## config.mk

```make
export PLATFORM = sky130hd
export DESIGN_NAME = bp_be_issue_ptr_ctrl
export DESIGN_NICKNAME = d
export VERILOG_FILES = /design/src/rtl/bp_be_issue_ptr_ctrl.sv
export SDC_FILE = /design/constraint.sdc
export NUM_CORES = 1
export LEC_CHECK = 0
export CORE_MARGIN = 3
export CORE_UTILIZATION = 54
export CTS_CLUSTER_SIZE = 24
export DETAILED_ROUTE_END_ITERATION = 16
export PLACE_DENSITY_LB_ADDON = 0.05
export REMOVE_ABC_BUFFERS = 1
export SLEW_MARGIN = 15
export SYNTH_ARGS = -nofsm -noshare
export SYNTH_HDL_FRONTEND = slang
export SYNTH_SLANG_ARGS = --single-unit
```

## constraint.sdc

```tcl
create_clock -name clk_i -period 11.1 [get_ports clk_i]
set_clock_uncertainty 0.15 [all_clocks]
set_input_delay 2.22 -clock clk_i [delete_from_list [all_inputs] [get_ports clk_i]]
set_output_delay 2.22 -clock clk_i [all_outputs]
set_load 0.02 [all_outputs]
```

## src/rtl/bp_be_issue_ptr_ctrl.sv

```systemverilog
// Pointer and occupancy controller for the dual-issue BE issue queue ring.
// Tracks write/issue/commit pointers plus avail/inflight counts; holds no payload.
module bp_be_issue_ptr_ctrl #(
  parameter int unsigned slots_p   = 8,
  parameter int unsigned max_add_p = 2,
  localparam int unsigned ptr_width_lp = $clog2(slots_p),
  localparam int unsigned cnt_width_lp = $clog2(slots_p + 1),
  localparam int unsigned add_width_lp = $clog2(max_add_p + 1)
) (
  input  logic                    clk_i,
  input  logic                    reset_n_i,
  input  logic [add_width_lp-1:0] enq_cnt_i,
  output logic [add_width_lp-1:0] enq_grant_o,
  input  logic [add_width_lp-1:0] deq_cnt_i,
  output logic [add_width_lp-1:0] deq_grant_o,
  input  logic [add_width_lp-1:0] commit_cnt_i,
  output logic [add_width_lp-1:0] commit_grant_o,
  input  logic                    roll_i,
  input  logic                    flush_i,
  output logic [ptr_width_lp-1:0] wptr_o,
  output logic [ptr_width_lp-1:0] rptr_o,
  output logic [ptr_width_lp-1:0] cptr_o,
  output logic [cnt_width_lp-1:0] free_o,
  output logic [cnt_width_lp-1:0] avail_o,
  output logic [cnt_width_lp-1:0] inflight_o,
  output logic                    full_o,
  output logic                    empty_o
);

  logic [ptr_width_lp-1:0] wptr_q, wptr_d, rptr_q, rptr_d, cptr_q, cptr_d;
  logic [cnt_width_lp-1:0] avail_q, avail_d, inflight_q, inflight_d;
  logic [cnt_width_lp-1:0] occ, enq_w, deq_w, commit_w;
  logic [add_width_lp-1:0] enq_g, deq_g, commit_g;

  // Compare-and-subtract wrap, so slots_p need not be a power of two.
  function automatic logic [ptr_width_lp-1:0] ptr_add(input logic [ptr_width_lp-1:0] p,
                                                      input logic [add_width_lp-1:0] g);
    logic [ptr_width_lp:0] sum;
    sum = {1'b0, p} + (ptr_width_lp + 1)'(g);
    if (sum >= (ptr_width_lp + 1)'(slots_p)) begin
      sum = sum - (ptr_width_lp + 1)'(slots_p);
    end
    return sum[ptr_width_lp-1:0];
  endfunction

  function automatic logic [add_width_lp-1:0] min_grant(input logic [add_width_lp-1:0] req,
                                                        input logic [cnt_width_lp-1:0] lim);
    if (cnt_width_lp'(req) <= lim) return req;
    return lim[add_width_lp-1:0];
  endfunction

  assign occ    = avail_q + inflight_q;
  assign free_o = cnt_width_lp'(slots_p) - occ;

  // Grants see only registered state: no same-cycle bypass between commit and enq.
  always_comb begin
    enq_g    = '0;
    deq_g    = '0;
    commit_g = '0;
    if (reset_n_i && !flush_i) begin
      enq_g    = min_grant(enq_cnt_i, free_o);
      commit_g = min_grant(commit_cnt_i, inflight_q);
      if (!roll_i) deq_g = min_grant(deq_cnt_i, avail_q);
    end
  end

  assign enq_w    = cnt_width_lp'(enq_g);
  assign deq_w    = cnt_width_lp'(deq_g);
  assign commit_w = cnt_width_lp'(commit_g);

  always_comb begin
    wptr_d     = ptr_add(wptr_q, enq_g);
    rptr_d     = ptr_add(rptr_q, deq_g);
    cptr_d     = ptr_add(cptr_q, commit_g);
    avail_d    = avail_q + enq_w - deq_w;
    inflight_d = inflight_q + deq_w - commit_w;
    if (flush_i) begin
      wptr_d     = cptr_q;
      rptr_d     = cptr_q;
      cptr_d     = cptr_q;
      avail_d    = '0;
      inflight_d = '0;
    end else if (roll_i) begin
      // Retire first, then rewind issue to the new commit point.
      rptr_d     = cptr_d;
      avail_d    = avail_q + inflight_q - commit_w + enq_w;
      inflight_d = '0;
    end
  end

  always_ff @(posedge clk_i or negedge reset_n_i) begin
    if (!reset_n_i) begin
      wptr_q     <= '0;
      rptr_q     <= '0;
      cptr_q     <= '0;
      avail_q    <= '0;
      inflight_q <= '0;
    end else begin
      wptr_q     <= wptr_d;
      rptr_q     <= rptr_d;
      cptr_q     <= cptr_d;
      avail_q    <= avail_d;
      inflight_q <= inflight_d;
    end
  end

  assign enq_grant_o    = enq_g;
  assign deq_grant_o    = deq_g;
  assign commit_grant_o = commit_g;
  assign wptr_o         = wptr_q;
  assign rptr_o         = rptr_q;
  assign cptr_o         = cptr_q;
  assign avail_o        = avail_q;
  assign inflight_o     = inflight_q;
  assign full_o         = (free_o == '0);
  assign empty_o        = (occ == '0);

  a_param_ok: assert property (@(posedge clk_i) max_add_p <= slots_p);
  a_occ_ok: assert property (@(posedge clk_i) disable iff (!reset_n_i)
    ({1'b0, avail_q} + {1'b0, inflight_q}) <= (cnt_width_lp + 1)'(slots_p));

endmodule

```

==> results_dict.tcl <==
set metrics [dict create \
    fp.dieW_um 62.0 \
    p_per_area_mw_per_mm2 288 \
    cts.reportedPaths.clkPinSlew_ns 0.11 \
    grt.overflow.total 0 \
    synth_cells 179 \
    rsz0062_at_grt "no" \
    place_ws_ns 3.98 \
    ir_worst_vdd_mv 0.182 \
    drtIter0Drc 46 \
    synth_area_sq_mm 0.00169 \
    worstPathRequired_ns 8.73 \
    n_fill_cell 212 \
    area_growth_pct 26.6 \
    cts_buffers 3 \
    cts_hold_buf 0 \
    critPathKind "input pin to output port" \
    syn_avg_cell_area_sq_um 9.45 \
    dr_total_vias 1311 \
    htreeDepth 1 \
    grt_pass1_vias 1334 \
    crit_top_cell "clkdlybuf4s50_1" \
    io_pins 39 \
    endpoint_kind "output port" \
    cts.sinks 17 \
    yosysWarningCount 0 \
    p_leak_nw 1.07 \
    start_kind "input pin" \
    antenna_found_initial 0 \
    grt_max_degree 21 \
    post_drt_wl_per_cell_um 13.8 \
    fp-row-count 19 \
    max_freq_mhz 141 \
    totalWireLength_mm 3.60 \
    drive_above_1_share 0.0413 \
    cp_max_fo 20 \
    setup_ws_ns 4.02 \
    fin_setup_tns_ns 0 \
    die_area_sq_mm 0.00384 \
    drc 0 \
    clockRootBuffer "clkbuf_4" \
    routed_via_density 5.04 \
    cts_tree "yes" \
    max_stage_delay_ns 1.02 \
    finalSetupViolations 0 \
    numPortBuffers 38 \
    worst_slew_pin_slew_ns 0.845 \
    finalCritPeriodShare 0.638 \
    min_path_type "flop to flop" \
    clock_path_buffers 2 \
    mostFrequentLayoutCells "38 x clkdlybuf4s50_1, 35 x inv_1, 29 x ha_1" \
    final-hold-violation-count 0 \
    max_slew_margin 0.435 \
    ant_nets 0 \
    ys_types 27 \
    crit_path_cell_trace "clkdlybuf4s50_1 > nor2b_1 > nand2_1 > mux2i_1 > clkdlybuf4s50_1" \
    cp_data_arrival_time_ns 4.71 \
    diodes 0 \
    place.gp.congestion 0.870 \
    post_cts_buffers 0 \
    cts_resized 0 \
    synth_seq_cells 17 \
    first_pass_iters 4 \
    layout_min_cycle_time_ns 7.08 \
    status "complete, no violations" \
    grt_use_total 0.225 \
    grt_pass1_wl_mm 6.19 \
    layout.cells.most_common "clkdlybuf4s50_1" \
    coreArea_sq_mm 0.00288 \
    start_util 0.588 \
    hpwl_mm 3.04 \
    clk_latency_ns 0.30 \
    cap_violations 0 \
    cp_slowest_cell "clkdlybuf4s50_1" \
    yosysSeqAreaShare 0.251 \
    die_h_um 62.0 \
    slew_viol_final 0 \
    nets 268 \
]
==> per-layer routing <==
| metal | share of wire | global-route usage | vias up |
|---|---|---|---|
| li1 | - | - | 657 |
| met1 | 0.43 | 0.284 | 608 |
| met2 | 0.50 | 0.385 | 39 |
| met3 | 0.050 | 0.0269 | 7 |
| met4 | 0.020 | 0.0970 | 0 |
| met5 | 0 | 0 | - |
==> worst max-delay path, delay by kind of cell <==
family                 cells  cell delay (ns)
buffers and inverters      2             1.72
muxes                      1             0.35
and+or+nand+nor            2             0.41
==> sequential cells by signal, indices dropped and copies added (netlist names) <==
signal,count
avail_o,4
cptr_o,3
inflight_o,4
rptr_o,3
wptr_o,3
==> where the power goes <==
part | internal, mW | switching (mW) | total [mW]
clock | 0.0135 | 0.0219 | 0.0353
sequential | 0.0846 | 0.0225 | 0.107
combinational | 0.228 | 0.247 | 0.475
==> logic make-up after synthesis <==
| family | synth area share |
|---|---|
| buffers and inverters | 0.0843 |
| muxes | 0.0503 |
| adders and majority gates | 0.333 |
| and+or+nand+nor | 0.104 |
| DFF | 0.251 |
| xor gates and xnor gates | 0.0851 |
| AOI/OAI and AO/OA | 0.0924 |
==> metrics by stage <==
stage	cells	utilization	cell area [sq um]	total power, mW	hold slack [ns]
after floorplan	176	-	1680	0.422	0.486
final	260	0.744	2140	0.617	0.409
after detailed placement	256	0.735	2110	0.586	0.400
after CTS	260	0.744	2140	0.625	0.415
after global routing	260	0.744	2140	0.680	0.453
after global placement	256	0.735	2110	0.570	0.373
==> synth_stat cells <==
master,n,area share
a211oi_1,2,0.0089
xor2_2,1,0.0096
o211ai_1,2,0.0089
fa_1,10,0.12
nand2b_1,2,0.0074
xor2_1,3,0.016
nand2_1,9,0.020
nand2_2,1,0.0037
clkbuf_1,2,0.0044
nor2_1,14,0.031
a21o_1,4,0.018
ha_1,29,0.21
mux2_4,1,0.0089
and2_1,3,0.011
or2_2,1,0.0037
a21oi_1,9,0.027
xnor2_1,9,0.047
mux2i_1,7,0.041
buf_1,1,0.0022
dfrtp_1,17,0.25
nor2b_1,4,0.015
xnor3_1,1,0.013
a221oi_1,1,0.0052
o21ai_0,6,0.018
inv_1,35,0.078
nor3_1,4,0.012
a211oi_2,1,0.0074
==> worst paths after layout <==
path	start	end	slack, ns	cells after the start
min in group asynchronous	reset_n_i	rptr_o[1]$_DFF_PN0_	2.23	1
max in group asynchronous	reset_n_i	avail_o[2]$_DFF_PN0_	8.04	1
worst min register to register	cptr_o[2]$_DFFE_PN0N_	cptr_o[2]$_DFFE_PN0N_	0.41	1
worst max register to register	avail_o[0]$_DFF_PN0_	avail_o[3]$_DFF_PN0_	6.48	18
worst min-delay path	cptr_o[2]$_DFFE_PN0N_	cptr_o[2]$_DFFE_PN0N_	0.41	1
worst max-delay path	reset_n_i	enq_grant_o[0]	4.02	5
==> final cells by class <==
| type | count | area (sq um) | area share |
|---|---|---|---|
| inverter | 35 | 131 | 0.0614 |
| clock buffer | 3 | 22.5 | 0.0105 |
| timing repair buffer | 38 | 380 | 0.178 |
| multi-input combinational | 124 | 1120 | 0.525 |
| clock inverter | 1 | 5.00 | 0.00234 |
| tap | 42 | 52.6 | 0.0245 |
| sequential | 17 | 425 | 0.199 |
(Power assumes the default switching activity.)
